===== src/rtl/multdiv_pkg.sv =====
// Shared types and constants for the HI/LO multiply/divide sequencer.
package multdiv_pkg;

    localparam int          MULTDIV_ITERATIONS = 32;
    localparam logic [31:0] DIV_ZERO_QUOTIENT  = 32'hFFFF_FFFF;

    typedef enum logic [1:0] {
        MULTU = 2'b00,
        MULT  = 2'b01,
        DIVU  = 2'b10,
        DIV   = 2'b11
    } multdiv_op_t;

    typedef enum logic [1:0] {
        IDLE   = 2'd0,
        CALC   = 2'd1,
        FINISH = 2'd2
    } multdiv_state_t;

endpackage


===== src/rtl/multdiv_iteration_step.sv =====
// One combinational iteration: shift-add multiply or restoring shift-subtract divide.
module multdiv_iteration_step (
    input  logic        is_divide,
    input  logic [63:0] acc_in,
    input  logic [31:0] operand,
    output logic [63:0] acc_out
);

    logic [32:0] sum;
    logic [32:0] trial;
    logic [33:0] diff;

    // Multiply: {partial product, remaining multiplier bits}, right shift.
    // Divide: {partial remainder, dividend/quotient bits}, left shift.
    assign sum   = {1'b0, acc_in[63:32]} + (acc_in[0] ? {1'b0, operand} : 33'd0);
    assign trial = acc_in[63:31];
    assign diff  = {1'b0, trial} - {2'b00, operand};

    always_comb begin
        acc_out = {sum, acc_in[31:1]};
        if (is_divide) begin
            if (!diff[33])
                acc_out = {diff[31:0], acc_in[30:0], 1'b1};
            else
                acc_out = {trial[31:0], acc_in[30:0], 1'b0};
        end
    end

endmodule


===== src/rtl/hilo_multdiv_controller.sv =====
// Iterative MULT/MULTU/DIV/DIVU sequencer owning HI/LO; fixed 33-edge latency.
// Signed MULT/DIV handling is built only when MULTDIV_SIGNED_EN is defined.
module hilo_multdiv_controller
    import multdiv_pkg::*;
#(
    parameter int ITERATIONS = MULTDIV_ITERATIONS
) (
    input  logic        clk,
    input  logic        reset_n,
    input  logic        start_execute,
    input  logic [1:0]  operation_execute,
    input  logic [31:0] operand_a_execute,
    input  logic [31:0] operand_b_execute,
    input  logic        flush,
    output logic        busy,
    output logic        hi_lo_valid,
    output logic        divide_by_zero,
    output logic [31:0] ALU_HI_output,
    output logic [31:0] ALU_LO_output
);

    localparam logic [4:0] LAST_COUNT = 5'(ITERATIONS - 1);

    multdiv_state_t state, state_next;
    multdiv_op_t    op;
    logic [4:0]     count;
    logic [63:0]    acc, acc_step;
    logic [31:0]    opnd_b, a_raw;
    logic [31:0]    a_mag, b_mag;
    logic [31:0]    hi_result, lo_result;
    logic           is_div, b_zero, is_divide_req, accept;

    assign op            = multdiv_op_t'(operation_execute);
    assign is_divide_req = (op == DIVU) || (op == DIV);
    assign accept        = (state == IDLE) && start_execute && !flush;
    assign busy          = (state != IDLE);

`ifdef MULTDIV_SIGNED_EN
    logic op_signed, a_neg, b_neg, neg_lo, neg_hi;

    assign op_signed = (op == MULT) || (op == DIV);
    assign a_neg     = op_signed & operand_a_execute[31];
    assign b_neg     = op_signed & operand_b_execute[31];
    assign a_mag     = a_neg ? -operand_a_execute : operand_a_execute;
    assign b_mag     = b_neg ? -operand_b_execute : operand_b_execute;

    // neg_lo: product / quotient sign; neg_hi: remainder follows the dividend
    always_ff @(posedge clk or negedge reset_n) begin
        if (!reset_n) begin
            neg_lo <= 1'b0;
            neg_hi <= 1'b0;
        end else if (accept) begin
            neg_lo <= a_neg ^ b_neg;
            neg_hi <= a_neg;
        end
    end
`else
    assign a_mag = operand_a_execute;
    assign b_mag = operand_b_execute;
`endif

    multdiv_iteration_step u_step (
        .is_divide (is_div),
        .acc_in    (acc),
        .operand   (opnd_b),
        .acc_out   (acc_step)
    );

    always_ff @(posedge clk or negedge reset_n) begin
        if (!reset_n) state <= IDLE;
        else          state <= state_next;
    end

    always_comb begin
        state_next = state;
        if (flush) begin
            state_next = IDLE;
        end else begin
            case (state)
                IDLE:    if (start_execute) state_next = CALC;
                CALC:    if (count == LAST_COUNT) state_next = FINISH;
                FINISH:  state_next = IDLE;
                default: state_next = IDLE;
            endcase
        end
    end

    always_comb begin
        hi_result = acc[63:32];
        lo_result = acc[31:0];
`ifdef MULTDIV_SIGNED_EN
        if (!is_div) begin
            if (neg_lo) {hi_result, lo_result} = -acc;
        end else begin
            if (neg_lo) lo_result = -acc[31:0];
            if (neg_hi) hi_result = -acc[63:32];
        end
`endif
        // Zero divisor reports the raw dividend, not its magnitude
        if (is_div && b_zero) begin
            lo_result = DIV_ZERO_QUOTIENT;
            hi_result = a_raw;
        end
    end

    always_ff @(posedge clk or negedge reset_n) begin
        if (!reset_n) begin
            count          <= '0;
            acc            <= '0;
            opnd_b         <= '0;
            a_raw          <= '0;
            is_div         <= 1'b0;
            b_zero         <= 1'b0;
            hi_lo_valid    <= 1'b0;
            divide_by_zero <= 1'b0;
            ALU_HI_output  <= '0;
            ALU_LO_output  <= '0;
        end else begin
            hi_lo_valid    <= 1'b0;
            divide_by_zero <= 1'b0;
            if (flush) begin
                count <= '0;
            end else begin
                case (state)
                    IDLE: if (start_execute) begin
                        acc    <= {32'd0, a_mag};
                        opnd_b <= b_mag;
                        a_raw  <= operand_a_execute;
                        is_div <= is_divide_req;
                        b_zero <= (operand_b_execute == 32'd0);
                        count  <= '0;
                    end
                    CALC: begin
                        acc   <= acc_step;
                        count <= (count == LAST_COUNT) ? 5'd0 : count + 5'd1;
                    end
                    FINISH: begin
                        ALU_HI_output  <= hi_result;
                        ALU_LO_output  <= lo_result;
                        hi_lo_valid    <= 1'b1;
                        divide_by_zero <= is_div & b_zero;
                    end
                    default: ;
                endcase
            end
        end
    end

endmodule


===== config.mk =====
export PLATFORM = sky130hd
export DESIGN_NAME = hilo_multdiv_controller
export DESIGN_NICKNAME = d
export VERILOG_FILES = /design/src/rtl/multdiv_pkg.sv /design/src/rtl/multdiv_iteration_step.sv /design/src/rtl/hilo_multdiv_controller.sv
export SDC_FILE = /design/constraint.sdc
export NUM_CORES = 1
export LEC_CHECK = 0
export CELL_PAD_IN_SITES_DETAIL_PLACEMENT = 0
export CELL_PAD_IN_SITES_GLOBAL_PLACEMENT = 1
export CORE_ASPECT_RATIO = 1.4
export CORE_MARGIN = 2
export CORE_UTILIZATION = 43
export CTS_CLUSTER_DIAMETER = 30
export DETAILED_ROUTE_END_ITERATION = 16
export PLACE_DENSITY = 0.91
export REMOVE_ABC_BUFFERS = 1
export SLEW_MARGIN = 20
export SYNTH_ARGS = -nofsm -noshare
export SYNTH_HDL_FRONTEND = slang
export SYNTH_SLANG_ARGS = --single-unit

===== constraint.sdc =====
create_clock -name clk -period 3.78 [get_ports clk]
set_input_delay 0.378 -clock clk [delete_from_list [all_inputs] [get_ports clk]]
set_output_delay 0.378 -clock clk [all_outputs]
set_load 0.02 [all_outputs]

Yosys cells after proc, flatten, opt, wreduce, memory -nomap -nowiden
Cells that the tools add are included.
{"block": "totals", "mem_count": 0, "word_cells": 55, "latch_bits": 0, "in_bits": 70, "romBits": 0, "ramBits": 0, "output_inout_bits": 67, "ff_bits": 203}
{"block": "op_classes", "reduce_logical": 12, "n_addsub": 3, "mul": 0, "n_mux": 19, "n_eq_ne": 8, "n_bitwise": 2, "order_cmp": 0, "n_div": 0, "shift": 0}
{"op": "two-way mux 64 bit", "n": 3}
{"op": "case mux 64 bit (2 select lines)", "n": 1}
{"op": "two-way mux 32 bit", "n": 3}
{"op": "subtractor 33 x 32 -> 34 bit", "n": 1}
{"op": "adder 32 x 33 -> 33 bit", "n": 1}
{"op": "zero test 32 bit", "n": 1}
{"op": "two-way mux 5 bit", "n": 3}
{"op": "case mux 5 bit (2 select lines)", "n": 1}
{"op": "== test 2 bit, second input constant", "n": 3}
{"op": "two-way mux 2 bit", "n": 3}
{"op": "!= test 3 bit, second input constant", "n": 2}
{"op": "AND reduction 2 bit", "n": 3}
{"op": "AND reduction 3 bit", "n": 2}
{"op": "adder 5 x 1 -> 5 bit, second input constant", "n": 1}
{"op": "== test 5 bit, second input constant", "n": 1}
{"op": "two-way mux 1 bit", "n": 4}
{"op": "case mux 2 bit (2 select lines)", "n": 1}
{"op": "nonzero test 2 bit", "n": 2}
{"op": "nonzero test 3 bit", "n": 1}
{"op": "== test 2 x 1 -> 1 bit, second input constant", "n": 1}
{"op": "zero test 2 bit", "n": 1}
{"op": "!= test 2 bit, second input constant", "n": 1}
{"op": "bitwise AND 1 bit", "n": 1}
{"op": "logical AND 1 bit", "n": 1}
{"op": "2 further kinds", "n": 2}

Depth between registers and ports, before layout
{"block": "depth", "word_depth": 4, "depth_mapped": 14, "mapped_depth_nobuf": 13}

Hierarchy
From an unflattened synthesis, not the netlist that was laid out.
{"block": "unflattened", "cells_unflattened": 1497, "area_unflattened_um2": 12863.6}
{"module": "hilo_multdiv_controller", "cells_per_inst": 818, "seq_area_each_um2": 5079.9, "n_inst": 1, "area_each_um2": 8348.0}
{"module": "multdiv_iteration_step", "cells_per_inst": 679, "seq_area_each_um2": 0.0, "n_inst": 1, "area_each_um2": 4515.6}

Least setup slack after synthesis
Ideal clock, no wire load.
{"block": "synth_timing", "kind": "register -> register", "startpoint": "reg acc[0]", "endpoint": "reg acc[61]", "setup_time_ns": 0.132, "path_buffers": 1, "synth_period_minus_slack_ns": 2.794, "slack_ns": 0.986, "path_stages_with_launch": 13, "required_time_ns": 3.648, "t_arrival_ns": 2.662, "path_cell_list": "dfrtp_1 > clkbuf_1 > and2_1 > ha_1 > a21oi_1 > nor3b_1 > a21oi_1 > nor4_2 > o21a_1 > o21ai_0 > xor2_1 > a221oi_1 > o21ai_1"}
{"block": "synth_between", "elab_chain_len": 4}
{"element": "from (decl)", "line_no": "hilo_multdiv_controller.sv:27", "rtl": "logic [63:0] acc, acc_step;"}
{"element": "from (signal assigned)", "line_no": "hilo_multdiv_controller.sv:126", "rtl": "acc <= {32'd0, a_mag};"}
{"element": "from (signal assigned)", "line_no": "hilo_multdiv_controller.sv:134", "rtl": "acc <= acc_step;"}
{"element": "two-way mux 32 bit", "line_no": "multdiv_iteration_step.sv:15", "rtl": "assign sum = {1'b0, acc_in[63:32]} + (acc_in[0] ? {1'b0, operand} : 33'd0);"}
{"element": "adder 32 x 33 -> 33 bit", "line_no": "multdiv_iteration_step.sv:15"}
{"element": "two-way mux 64 bit", "line_no": "multdiv_iteration_step.sv:21", "rtl": "if (is_divide) begin"}
{"element": "case mux 64 bit (2 select lines)", "line_no": "hilo_multdiv_controller.sv:124", "rtl": "case (state)"}
No other way between the ends.
A chain may end at the register's enable or synchronous reset.

Final worst setup path
{"block": "layout_timing", "startpoint": "reg opnd_b[1]", "endpoint": "reg acc[46]"}
{"block": "layout_between", "elab_chain_len": 4, "elab_cells_between_ends": 6, "classes_between": "add/sub (2); mux (4)"}
{"element": "from (decl)", "line_no": "hilo_multdiv_controller.sv:28", "rtl": "logic [31:0] opnd_b, a_raw;"}
{"element": "from (signal assigned)", "line_no": "hilo_multdiv_controller.sv:127", "rtl": "opnd_b <= b_mag;"}
{"element": "two-way mux 32 bit or subtractor 33 x 32 -> 34 bit (tied branches)", "line_no": "multdiv_iteration_step.sv:15, multdiv_iteration_step.sv:17"}
{"element": "adder 32 x 33 -> 33 bit or two-way mux 64 bit (tied branches)", "line_no": "multdiv_iteration_step.sv:15, multdiv_iteration_step.sv:22"}
{"element": "two-way mux 64 bit *", "line_no": "multdiv_iteration_step.sv:21"}
{"element": "case mux 64 bit (2 select lines) *", "line_no": "hilo_multdiv_controller.sv:124"}
Every way passes the cells marked *; elsewhere a longest branch is shown, timed or not.

==> results.toml <==
[status]
status = "finished with violations"
violations = "negative hold slack"

[routing]
first_iter_violations = 697
drtPass1Iterations = 5
drtAntennaViolNets = 0
drc = 0
vias_per_cell = 5.56
totalWireLength_mm = 35.9
vias = 11400
wl_per_cell_microns = 17.5

[logic_synthesis]
synth_top_area_share_pct = 40.1
yosysMostFrequentCell = "nand2_1"
ys.flop_type = "dfrtp_1"
ys_seq_area_share_pct = 40.1
async_flop_share_pct = 100
yosysUniqueCellTypes = 70
yosysWarnings = 0
synthCells = 1543
avgSynthCellArea_sq_um = 8.21
syn_area_sq_um = 12700
synth_largest_area_cell = "dfrtp_1"
synth_common_cells = "nand2_1 (292), dfrtp_1 (203), nor2_1 (173)"
synth-seq-cells = 203
synth-edff-count = 0
synthTopCellsByArea = "dfrtp_1 (40%), nand2_1 (8.7%), ha_1 (6.5%), nor2_1 (5.1%), a21oi_1 (4.9%)"

[cells_and_area]
nFillCells = 2722
antenna_cells = 0
layout.nets = 1792
drive_above_1_share_pct = 6.86
syn_to_final_growth_pct = 23.1

[clock_network]
numCtsBuffers = 34
cts_buffer_depth = 3
clk_pin_slew_ps = 60
cts_tree = "yes"
postCtsHoldBufs = 0
cts_resized = 0
cts_sinks = 203
clockRootBuffer = "clkbuf_16"
cts_setup_buffers = 0
clock_latency_ps = 520
h-tree-depth = 2

[run]
max_cap_viol_count = 0

[power]
swShare_pct = 36.4
intPower_mw = 6.06
p_leak_nw = 7.15
p_clk_share_pct = 34.3
p_seq_share_pct = 30.3
vdd_drop_max_mv = 0.367
powerDensity_nw_per_um2 = 611
comb_power_share_pct = 35.4
p_switching_mw = 3.47

[floorplanning]
start_util_pct = 43.6
die-area_sq_um = 30900
dieHeight_microns = 207
fp.dieW_microns = 149
core.rowCount = 74
core-area_sq_um = 29100
ios = 137

[timing]
fmax_mhz = 285
fin_ws_ps = 270
fin_crit_sh_pct = 92.9
slew_headroom_pct = 36.1
whs_ps = -13.0
rsz0062_at_grt = "false"
tightest_slew_ps = 959
hold_viol = 12
drv_slew = 0
skew_ps = 24.0
finalSetupViolations = 0
period_minus_slack_ps = 3510

[global_routing]
antenna_found_initial = 0
grt_util_met1_pct = 29.8
met3_usage_pct = 2.64
gr-max-usage-layer = "met2"
grt_pass1_vias = 11300
grt_first_pass_wirelength_mm = 58.5
grt_max_degree = 129
grt_use_total_pct = 23.4
grt_overflow_total = 0
use_met2_pct = 39.7

[setup_path]
worst_setup_path_start_kind = "flip-flop"
end_kind = "flip-flop"
reg2reg_depth = 11
worstSetupPathType = "flip-flop to flip-flop"
critPathMaxFanout = 29
arrival_ps = 3890
worstPathRequired_ps = 4160

[place]
pre_cts_ws_ps = 278
dp_hpwl_mm = 25.7
gp_congestion = 0.900
port_buffers = 135

[worst_hold_path]
hold_class = "input port to asynchronous set/reset pin"
==> path summary, 6_finish.rpt <==
path	slack [ps]	to	start
worst max-delay path	270	acc[46]$_DFFE_PN0P_	opnd_b[1]$_DFFE_PN0P_
min in group clk	430	is_div$_DFFE_PN0P_	operation_execute[1]
worst min-delay path	-10	opnd_b[8]$_DFFE_PN0P_	reset_n
worst max register to register	270	acc[46]$_DFFE_PN0P_	opnd_b[1]$_DFFE_PN0P_
worst min register to register	470	a_raw[31]$_DFFE_PN0P_	a_raw[31]$_DFFE_PN0P_
max in group asynchronous	2750	opnd_b[14]$_DFFE_PN0P_	reset_n
==> stage by stage <==
stage | power (mW) | cell area [sq um] | std cells | util (%) | TNS (ps)
floorplan | 5.24 | 12300 | 1457 | - | -528610
global placement | 6.18 | 14400 | 1998 | 49.5 | 0
detailed placement | 6.24 | 14400 | 1998 | 49.5 | 0
CTS | 9.54 | 15600 | 2057 | 53.7 | 0
global route | 10.1 | 15600 | 2057 | 53.7 | 0
finish | 9.52 | 15600 | 2057 | 53.7 | 0
==> critical path, stage by stage (launching register included) <==
cell and delay (ps):
dfrtp_1 380, inv_1 110, ha_1 240, nor2b_1 150, o2111ai_1 460, a211oi_1 200, nor2_2 330, a21oi_2 160
o21bai_4 650, buf_12 270, o21ai_1 120, a221o_1 290
==> layout make-up <==
| type | count | area [sq um] | area share [%] |
|---|---|---|---|
| inverter | 49 | 184 | 1.18 |
| tap | 380 | 475 | 3.05 |
| multi-input combinational | 1205 | 7080 | 45.4 |
| clock inverter | 22 | 292 | 1.87 |
| clock buffer | 37 | 903 | 5.79 |
| sequential | 203 | 5080 | 32.6 |
| timing repair buffer | 161 | 1590 | 10.2 |
==> flip-flops by register name, summed over array words and instances (netlist names) <==
name / flops
hi_lo_valid: 1
state: 2
divide_by_zero: 1
opnd_b: 32
a_raw: 32
ALU_LO_output: 32
count: 5
acc: 64
ALU_HI_output: 32
is_div: 1
b_zero: 1
==> per-layer routing <==
metal	routed length (microns)	vias up
met3	1740	75
li1	-	5608
met4	1450	0
met1	15100	5430
met2	17600	326
met5	0	-
==> cells in the final DEF, fill, tap and decap left out, types with 16 or more instances in the layout <==
cell             synthesis  layout
a21o_1                  28      28
a21oi_1                123     123
a31oi_1                 43      43
and2_1                  37      36
buf_4                    1      23
clkbuf_16                0      35
clkdlybuf4s50_1          0     134
dfrtp_1                203     201
ha_1                    66      66
inv_1                   49      49
mux2i_1                 36      36
nand2_1                292     291
nand3_1                 16      16
nor2_1                 173     173
o21ai_0                111     111
o21ai_1                 27      26
xnor2_1                 30      30
xor2_1                  19      19
==> power by group through the flow <==
stage	combinational, mW	clock, mW	sequential, mW
final	3.38	3.26	2.88
after global routing	3.77	3.41	2.93
after CTS	3.36	3.31	2.87
after detailed placement	3.34	0	2.90
after global placement	3.28	0	2.90
after floorplan	2.46	0	2.78
==> logic make-up (layout without fill, tap and decap cells) <==
kind of cell / after synthesis / in the layout / synth area share (%)
multiplexers: 37 / 37 / 2.93
adder cells (fa/ha/maj): 68 / 68 / 6.83
flip-flops: 203 / 203 / 40.1
AO/OA/AOI/OAI: 442 / 442 / 21.5
buffers and inverters: 135 / 269 / 4.36
XOR/XNOR: 49 / 49 / 3.39
AND/OR/NAND/NOR: 609 / 609 / 20.9
Note: power is estimated with default switching activity, not from simulation.
